--- src/rtl/regfile_wb_arbiter.sv ---
// Register-file writeback arbiter (ALU vs. load/store) with a pending-write scoreboard for decode stalls.
// Define WB_RR_ARB_EN for round-robin arbitration; otherwise the ALU has fixed priority.
module regfile_wb_arbiter #(
  parameter int REG_NUM = 32
) (
  input  logic        i_clk,
  input  logic        i_rst,
  input  logic        i_alu_valid,
  input  logic [4:0]  i_alu_rd,
  input  logic [31:0] i_alu_data,
  output logic        o_alu_ready,
  input  logic        i_mem_valid,
  input  logic [4:0]  i_mem_rd,
  input  logic [31:0] i_mem_data,
  output logic        o_mem_ready,
  input  logic        i_issue_en,
  input  logic [4:0]  i_issue_rd,
  input  logic [4:0]  i_rs1_addr,
  input  logic [4:0]  i_rs2_addr,
  output logic        o_stall,
  output logic        o_regs_w_en,
  output logic [4:0]  o_rd_addr,
  output logic [31:0] o_rd_data
);

  // Handshake: a request transfers in any cycle where valid && ready; the requester
  // keeps valid/rd/data stable until then, and ready is never high without valid.
  logic               w_alu_grant;
  logic               w_mem_grant;
  logic               w_wr;
  logic [4:0]         w_grant_rd;
  logic [31:0]        w_grant_data;
  logic [REG_NUM-1:0] w_pend_next;
  logic [REG_NUM-1:0] r_pend;
  logic               r_regs_w_en;
  logic [4:0]         r_rd_addr;
  logic [31:0]        r_rd_data;

`ifdef WB_RR_ARB_EN
  logic w_both;
  logic r_prio;

  assign w_both      = i_alu_valid & i_mem_valid;
  assign w_alu_grant = ~i_rst & i_alu_valid & (~i_mem_valid | ~r_prio);
  assign w_mem_grant = ~i_rst & i_mem_valid & (~i_alu_valid | r_prio);

  // Pointer moves to the loser only when both sides competed.
  always_ff @(posedge i_clk) begin
    if (i_rst) begin
      r_prio <= 1'b0;
    end else if (w_both) begin
      r_prio <= w_alu_grant;
    end
  end
`else
  assign w_alu_grant = ~i_rst & i_alu_valid;
  assign w_mem_grant = ~i_rst & i_mem_valid & ~i_alu_valid;
`endif

  assign w_grant_rd   = w_mem_grant ? i_mem_rd   : i_alu_rd;
  assign w_grant_data = w_mem_grant ? i_mem_data : i_alu_data;
  assign w_wr         = (w_alu_grant | w_mem_grant) & (w_grant_rd != 5'd0);

  always_ff @(posedge i_clk) begin
    if (i_rst) begin
      r_regs_w_en <= 1'b0;
      r_rd_addr   <= 5'd0;
      r_rd_data   <= 32'd0;
    end else begin
      r_regs_w_en <= w_wr;
      if (w_wr) begin
        r_rd_addr <= w_grant_rd;
        r_rd_data <= w_grant_data;
      end
    end
  end

  // Clear for the committing write first, so a same-cycle issue to that register stays pending.
  always_comb begin
    w_pend_next = r_pend;
    if (r_regs_w_en) begin
      w_pend_next[r_rd_addr] = 1'b0;
    end
    if (i_issue_en && (i_issue_rd != 5'd0)) begin
      w_pend_next[i_issue_rd] = 1'b1;
    end
    w_pend_next[0] = 1'b0;
  end

  always_ff @(posedge i_clk) begin
    if (i_rst) begin
      r_pend <= '0;
    end else begin
      r_pend <= w_pend_next;
    end
  end

  assign o_alu_ready = w_alu_grant;
  assign o_mem_ready = w_mem_grant;
  assign o_stall     = r_pend[i_rs1_addr] | r_pend[i_rs2_addr];
  assign o_regs_w_en = r_regs_w_en;
  assign o_rd_addr   = r_rd_addr;
  assign o_rd_data   = r_rd_data;

endmodule

--- config.mk ---
export PLATFORM = sky130hd
export DESIGN_NAME = regfile_wb_arbiter
export DESIGN_NICKNAME = d
export VERILOG_FILES = /design/src/rtl/regfile_wb_arbiter.sv
export SDC_FILE = /design/constraint.sdc
export NUM_CORES = 1
export LEC_CHECK = 0
export ABC_AREA = 1
export CAP_MARGIN = 10
export CELL_PAD_IN_SITES_DETAIL_PLACEMENT = 2
export CELL_PAD_IN_SITES_GLOBAL_PLACEMENT = 2
export CORE_ASPECT_RATIO = 2
export CORE_MARGIN = 2
export CORE_UTILIZATION = 24
export CTS_BUF_LIST = sky130_fd_sc_hd__clkbuf_8
export DETAILED_ROUTE_END_ITERATION = 8
export GPL_ROUTABILITY_DRIVEN = 0
export PLACE_DENSITY_LB_ADDON = 0.1
export SLEW_MARGIN = 20
export SYNTH_ARGS = -nofsm -noshare
export SYNTH_HDL_FRONTEND = slang
export SYNTH_SLANG_ARGS = --single-unit
export TNS_END_PERCENT = 30
--- constraint.sdc ---
create_clock -name i_clk -period 2 [get_ports i_clk]
set_clock_uncertainty 0.05 [all_clocks]
set_input_delay 0.3 -clock i_clk [delete_from_list [all_inputs] [get_ports i_clk]]
set_output_delay 0.3 -clock i_clk [all_outputs]
set_load 0.1 [all_outputs]
## Word level (Yosys, flattened, before mapping)

Cells that the tools add are included.

- Bits in registers: 70
- Input bits: 94

- Muxes and demuxes: 12
- Reduce and logical (&&, ||, !) cells: 5
- Bitwise logic cells: 11
- Magnitude comparators: 6

Operator list:

| cell | number |
|---|---|
| $mux W32 | 3 |
| $and A32 B32 Y32 | 1 |
| $not A32 Y32 | 1 |
| $or A32 B32 Y32 | 1 |
| $lt A5 B6 Y1 const B | 4 |
| $bmux W1 S5 | 2 |
| $demux W1 S5 | 2 |
| $ge A5 B1 Y1 const B | 2 |
| $reduce_bool A5 Y1 | 2 |
| $mux W5 | 1 |
| $and A1 B1 Y1 | 4 |
| $mux W1 | 4 |
| $logic_and A1 B1 Y1 | 3 |
| $not A1 Y1 | 2 |
| $or A1 B1 Y1 | 2 |

## Logic depth before layout (Yosys ltp)

Gate-level depths: netlist of run 1.

- Word-level depth: 9
- Depth in mapped cells: 13
- Mapped depth without buffers: 10

## Worst setup path before layout of run 1

OpenSTA, ideal clock, no wires.

- Path kind: input port to flip-flop
- From: input i_rst
- To: register r_rd_addr[1], in the netlist o_rd_addr[1]
- Cell stages on the path: 8
- Data arrival time: 2.479 ns
- Setup time: 0.117 ns
- Data required time: 1.833 ns
- Setup slack: -0.646 ns
- Cells stage by stage: buf_6 nor2_1 nor2_4 inv_2 buf_2 nand3_1 nand2_1 nor2_1

RTL lines:

| element | RTL line | RTL |
|---|---|---|
| from (decl) | 7 | `input logic i_rst,` |
| $not A1 Y1 | 56 | `assign w_alu_grant = ~i_rst & i_alu_valid;` |
| $and A1 B1 Y1 | 56 |  |
| net o_alu_ready | 11 | `output logic o_alu_ready,` |
| $or A1 B1 Y1 | 62 | `assign w_wr = (w_alu_grant \| w_mem_grant) & (w_grant_rd != 5'd0);` |
| $and A1 B1 Y1 | 62 |  |
| to (signal assigned) | 72 | `r_rd_addr <= w_grant_rd;` |
| to (decl) | 36 | `logic [4:0] r_rd_addr;` |

The timed path passes the listed nets, and every way through them passes these cells.
A chain may end at the register's enable or synchronous reset.

## Worst setup path in the final report of run 1

- From: input i_rs1_addr[1]
- To: output o_stall

- Cells in the longest elaborated chain, start to end: 3

RTL lines:

| element | RTL line | RTL |
|---|---|---|
| from (decl) | 18 | `input logic [4:0] i_rs1_addr,` |
| $bmux W1 S5 | 100 | `assign o_stall = r_pend[i_rs1_addr] \| r_pend[i_rs2_addr];` |
| $mux W1 (not written as such) | 100 |  |
| $or A1 B1 Y1 | 100 |  |
| to (decl) | 20 | `output logic o_stall,` |

Every way passes these cells. The select of a mux whose other input is x is not followed.

==> results.md, run 1 <==
- Status: finished clean
- CP arrival: 1.63 ns
- Switching power: 1620 uW
- Vias in the first global route: 5618
- Area growth, synth to finish: 51.0%
- CP Capture Type: primary output
- Number of enable flip-flop cells after synthesis: 0
- Number of distinct library cells after synthesis: 27
- Placement Setup Slack: -0.403 ns
- Die Area: 0.0182 mm2
- CP Class: input port to primary output
- Pins Over Slew Limit: 0
- IO Pins: 135
- Clock slew at reported path FFs: roughly 0.070 ns
- Register area share after synthesis: between 30% and 40%
- Fmax: 506 MHz
- Mapped Area: 0.00409 mm2
- Final hold viol count: 0
- Asr flop ratio synth: 0%
- RSZ-0062 raised after global routing: yes
- Top post-synthesis cells by area: dfxtp_1 (34%), nand2_1 (20%), nand3_1 (11%)
- Register-to-Register Path Depth: 3
- Worst hold margin: around 0.44 ns
- HP Class: register to register
- FF-to-FF End: r_pend[15]$_SDFF_PP0_
- RR Startpoint: o_rd_addr[1]$_SDFFE_PP0P_
- # nets final: between 900 and 1k
- Core area: between 0.015 and 0.02 mm2
- Synthesized area per cell: about 6.0 um2
- Congestion Overflow GR: 0
- Chip height: 189 um
- GR Util All Layers: 20.3%
- DR vias: 5093
- Reg power frac: 36.6%
- Initial core utilization: 24.5%
- WL final: 18400 um
- PortBufs: 134
- Clk buf depth: 2
- Pint: about 2500 uW
- DP Wirelength: 14600 um
- Dominant cell type by area after synthesis: dfxtp_1
- Crit path launch: i_rs1_addr[1]
- Die Width: between 90 and 100 um
- Yosys warns: 0
- Slew headroom: 66.8%
- Antenna violations before repair: 0
- FILL cells: 2018
- CTS tree: done
- Setup crit end: o_stall
- #FFs+latches synth: 69
- First-pass GRT wire length: 27800 um
- Lkg Pwr: 0.00283 uW
- CP Launch Type: input port
- Post-Syn Nets: 771
- Pin slew with the least headroom to its limit: 0.494 ns
- Post-synth top flop: dfxtp_1
- Max IR drop VDD: between 200 and 250 uV
- CTS sink cnt: 69
- Endpoints failing setup: 0
- Top-area cell type share of the netlist area: around 34%
- Required time of the critical path: 1.65 ns
- Comb power frac: 36.1%
- Top-count cell post-synth: nand2_1
- Largest net degree at the start of global routing: 38
- Clk pwr share: 27.3%
- Post-route ant nets: 0
- Clock period minus worst slack: 1.98 ns
- H-tree depth: 3
- Most frequent cells after synthesis: nand2_1 (222), nand3_1 (86), nor2_1 (84)
- Synth Instances: slightly below 700
- Row count: 67
- Share of layout cells above drive strength 1: 17.0%
- WL/cell: 17.6 um
- PnR worst setup slack: 0.0243 ns
- PwrDens: 671 mW/mm2
- Clock insertion delay at the later pin of the skew report: 0.35 ns
- Period utilisation layout: 98.8%
- Iteration count of the initial detailed-routing pass: 4
- CTS root buf: clkbuf_8
- N_diodes: 0
- Critical path peak fanout: 5
- TNS Setup: 0 ns
- Sw Share: 39.1%
- CTS Buf Count: 9
- DRT iter0 DRCs: 86
- Vias per cell: approximately 5
- Number of max-cap violations: 0
- Drt drc: 0
- R2R Setup Slk: 0.52 ns
==> registers in the layout (all words and copies together), names as in the netlist <==
register,flops
r_pend,31
o_rd_addr,5
o_rd_data,32
o_regs_w_en,1
==> placed cells by master, fill, tap and decap left out, types with 2 or more instances in the layout <==
cell type,n
inv_1,60
dlygate4sd2_1,6
buf_4,64
a21oi_1,32
o21ai_1,7
nor3_1,12
o21ai_0,34
nand2_1,220
inv_2,5
nor2_4,5
clkbuf_8,9
inv_4,2
o211ai_1,6
nand2_2,3
nand3_2,4
nand3b_1,3
nor2_2,10
o21ai_2,2
clkdlybuf4s50_1,86
nand3_1,83
buf_6,2
nor2_1,82
buf_12,14
clkinv_2,6
dfxtp_2,5
dfxtp_1,64
==> cell families after synthesis <==
logic type,share of synthesized area (%)
buffers and inverters,11.0
and+or+nand+nor,44.6
DFF,33.8
AOI/OAI and AO/OA,10.7
==> power by group through the flow <==
stage | logic (uW) | registers [uW] | clock network [uW]
2_1_floorplan | 446 | 2000 | 0
4_1_cts | 1480 | 1520 | 1170
3_3_place_gp | 1440 | 1540 | 0
6_report | 1500 | 1520 | 1130
3_5_place_dp | 1470 | 1550 | 0
5_1_grt | 1600 | 1530 | 1230
==> stage by stage <==
step	total power [uW]	cell area, um2	utilization (%)	std cells
detailed placement	3020	5850	35.0	1025
global route	4360	6170	37.0	1047
global placement	2980	5850	35.0	1025
finish	4150	6170	37.0	1047
CTS	4170	6070	36.4	1043
floorplan	2450	4100	-	677
==> per-layer routing <==
metal	part of all wire [%]	GRT usage, %	vias up
met1	31	16.6	2438
met3	4.2	4.04	57
met4	6.6	13.0	0
li1	-	-	2453
met5	0	0	-
met2	59	40.7	145
==> cell type report <==
class | count | area, um2 | area share, %
multi-input combinational | 509 | 2320 | 37.5
timing repair buffer | 177 | 1750 | 28.4
sequential | 69 | 1390 | 22.5
inverter | 69 | 267 | 4.32
tap | 207 | 259 | 4.19
clock buffer | 9 | 124 | 2.01
clock inverter | 7 | 66.3 | 1.07
==> what timing repair did <==
action | in CTS | in global routing
endpoints found under the hold margin | 0 | 0
setup endpoints to repair | 9 | 37
buffers inserted | 0 | 2
hold buffers | 0 | 0
gates cloned | 2 | 2
pin swaps | 3 | 3
resized for setup | 25 | 16
==> how the worst min path moves through the flow <==
stage | endpoint | from | cells after the start
5_1_grt | r_pend[16]$_SDFF_PP0_ | r_pend[16]$_SDFF_PP0_ | 2
4_1_cts | o_rd_data[26]$_SDFFE_PP0P_ | o_rd_data[26]$_SDFFE_PP0P_ | 2
6_report | r_pend[22]$_SDFF_PP0_ | r_pend[22]$_SDFF_PP0_ | 2
2_1_floorplan | r_pend[3]$_SDFF_PP0_ | r_pend[3]$_SDFF_PP0_ | 2
3_3_place_gp | o_rd_data[12]$_SDFFE_PP0P_ | o_rd_data[12]$_SDFFE_PP0P_ | 2
3_5_place_dp | o_rd_data[21]$_SDFFE_PP0P_ | o_rd_data[21]$_SDFFE_PP0P_ | 2
==> critical path, stage by stage <==
cell	delay (ns)
dlygate4sd2_1	0.23
clkinv_2	0.09
buf_6	0.15
nor2_1	0.10
o21ai_1	0.08
nand3_1	0.15
nand3_1	0.10
nand3b_1	0.10
nand2_1	0.07
nand2_2	0.08
buf_12	0.17
(Power assumes the default switching activity.)
==> run 2, diff against run 1 <==
--- a/config.mk
+++ b/config.mk
@@ -16,8 +16,9 @@
 export DETAILED_ROUTE_END_ITERATION = 8
 export GPL_ROUTABILITY_DRIVEN = 0
 export PLACE_DENSITY_LB_ADDON = 0.1
+export SKIP_CTS_REPAIR_TIMING = 1
 export SLEW_MARGIN = 20
 export SYNTH_ARGS = -nofsm -noshare
 export SYNTH_HDL_FRONTEND = slang
 export SYNTH_SLANG_ARGS = --single-unit
-export TNS_END_PERCENT = 30
+export TNS_END_PERCENT = 20
==> constraint.sdc (replaced) <==
create_clock -name i_clk -period 2.2 [get_ports i_clk]
set_clock_uncertainty 0.05 [all_clocks]
set_input_delay 0.33 -clock i_clk [delete_from_list [all_inputs] [get_ports i_clk]]
set_output_delay 0.33 -clock i_clk [all_outputs]
set_load 0.1 [all_outputs]
==> run 2 against run 1 <==
Cell count shrank 1.1%. Count of clock-buffer cells in the layout rose by 1. Worst setup slack better by 0.037 ns.
==> results.md, run 2 (synthesized netlist as in run 1, its figures left out) <==
- Pint: 2410 uW
- Busiest grt layer: met2
- Clock period minus worst slack: about 2.1 ns
- DR vias: slightly below 5k
- Core area: 0.0167 mm2
- Row count: 67
- Area growth, synth to finish: 48.0%
- Final Util: between 30% and 40%
- Max IR drop VDD: about 260 uV
- Vias per cell: 4.76
- Vias in the first global route: 5509
- DP Wirelength: 14600 um
- Number of max-cap violations: 0
- CP Class: input port to primary output
- Critical path's top delay family: buffers and inverters
- DRT iter0 DRCs: between 80 and 90
- Reg power frac: between 30% and 40%
- Drt drc: 0
- CTS root buf: clkbuf_8
- CP arrival: 1.76 ns
- PortBufs: 134
- Chip height: 189 um
- Placed cells: 1019
- Comb power frac: 33.8%
- Post-route ant nets: 0
- Required time of the critical path: roughly 1.8 ns
- Status: finished clean
- TNS Setup: 0 ns
- HP Class: register to register
- GR Util All Layers: 20.0%
- Initial core utilization: 24.5%
- Pins Over Slew Limit: 0
- H-tree depth: 3
- Worst hold margin: approximately 0.44 ns
- CTS tree: done
- Fmax: around 470 MHz
- Die Width: 96.3 um
- WL final: 17900 um
- CTS Buf Count: 9
- Antenna violations before repair: 0
- IO Pins: 135
- Iteration count of the initial detailed-routing pass: 4
- CP Launch Type: input port
- Critical path peak fanout: 32
- Endpoints failing setup: 0
- Slowest-stage cell, CP: clkdlybuf4s50_1
- Lkg Pwr: 0.00281 uW
- Pin slew with the least headroom to its limit: approximately 0.60 ns
- CTS sink cnt: 69
- Met1 Use GR: 16.5%
- Slew headroom: 59.8%
- Most frequent cells in the layout: nand2_1 (219), clkdlybuf4s50_1 (88), nand3_1 (85)
- Switching power: 1470 uW
- N_diodes: 0
- Sequence of cells on the critical path: clkdlybuf4s50_1, buf_4, nor2_2, buf_4, buf_12
- Max reg flops: 32
- PwrDens: 642 mW/mm2
- WL/cell: 17.3 um
- Clk buf depth: 2
- Share of layout cells above drive strength 1: 14.2%
- Commonest non-fill, non-tap cell in the layout: nand2_1
- Period utilisation layout: a little over nine tenths
- Largest net degree at the start of global routing: 38
- Sw Share: 37.9%
- Clock slew at reported path FFs: 0.07 ns
- CP Capture Type: primary output
- Non-Filler Instances: approximately 1.0k
- Met2 Usage GRT: 40.7%
- RSZ-0062 raised after global routing: yes
- Congestion Overflow GR: 0
- First-pass GRT wire length: 27400 um
- Crit path buffers/inverters: 4
- Final total power: 3890 uW
- Final hold viol count: 0
- FILL cells: 2013
- Crit-path most repeated cell: buf_4
- Delay of the slowest critical-path stage: slightly below 0.6 ns
- Clk pwr share: 30.8%
- # nets final: 918
- Clock insertion delay at the later pin of the skew report: 0.37 ns
- Die Area: about 0.018 mm2
- Met3 Resource Use GR: 3.44%
[run 2: changes by cell type in the layout (fill, tap and decap cells not counted), moves of 3 or more]
cell and change:
buf_12 -4, o21ai_0 +4, dfxtp_1 +5, dlymetal6s2s_1 +5
o21ai_1 -3, clkinv_2 -4, dfxtp_2 -5, dlygate4sd2_1 -6
inv_1 +3, buf_4 -3
[run 2: layer usage]
| metal | vias up | wire length (um) | share of wire [%] |
|---|---|---|---|
| met2 | 131 | 10800 | 61 |
| met1 | 2334 | 5550 | 31 |
| met4 | 0 | 860 | 4.8 |
| met3 | 40 | 653 | 3.6 |
| met5 | - | 0 | 0 |
| li1 | 2427 | - | - |
[run 2: final cells by class]
class | instances | area [um2] | share of cell area, %
Multi-Input combinational cell | 508 | 2280 | 37.6
Timing Repair Buffer | 167 | 1650 | 27.2
Sequential cell | 69 | 1380 | 22.8
Inverter | 69 | 262 | 4.32
Tap cell | 207 | 259 | 4.28
Clock buffer | 10 | 138 | 2.27
Clock inverter | 6 | 86.3 | 1.43
[run 2: stage by stage]
step | worst slack, ns | cell area (um2)
2_1_floorplan | -0.0901 | 4090
3_3_place_gp | -0.168 | 5770
3_5_place_dp | -0.281 | 5770
6_report | 0.0612 | 6050
4_1_cts | -0.208 | 5990
5_1_grt | -0.000270 | 6050
[run 2: power by group through the flow]
stage / Combinational (uW) / Sequential [uW] / Clock [uW]
floorplan: 403 / 1820 / 0
global placement: 1290 / 1400 / 0
detailed placement: 1320 / 1410 / 0
CTS: 1320 / 1380 / 1220
global route: 1410 / 1390 / 1270
finish: 1320 / 1380 / 1200
[run 2: worst register-to-register path, stage by stage (launching register included)]
cell     delay [ns]
dfxtp_1        0.44
nand3_1        0.38
o21ai_0        0.33
a21oi_1        0.09
[run 2: final timing paths]
check                                  start                    endpoint  cells after the start  slack, ns
setup / recovery                       i_rst                 o_alu_ready                      5       0.06
hold / removal    o_rd_data[25]$_SDFFE_PP0P_  o_rd_data[25]$_SDFFE_PP0P_                      2       0.44
setup reg to reg      o_regs_w_en$_SDFF_PP0_       r_pend[11]$_SDFF_PP0_                      3       0.78
hold reg to reg   o_rd_data[25]$_SDFFE_PP0P_  o_rd_data[25]$_SDFFE_PP0P_                      2       0.44
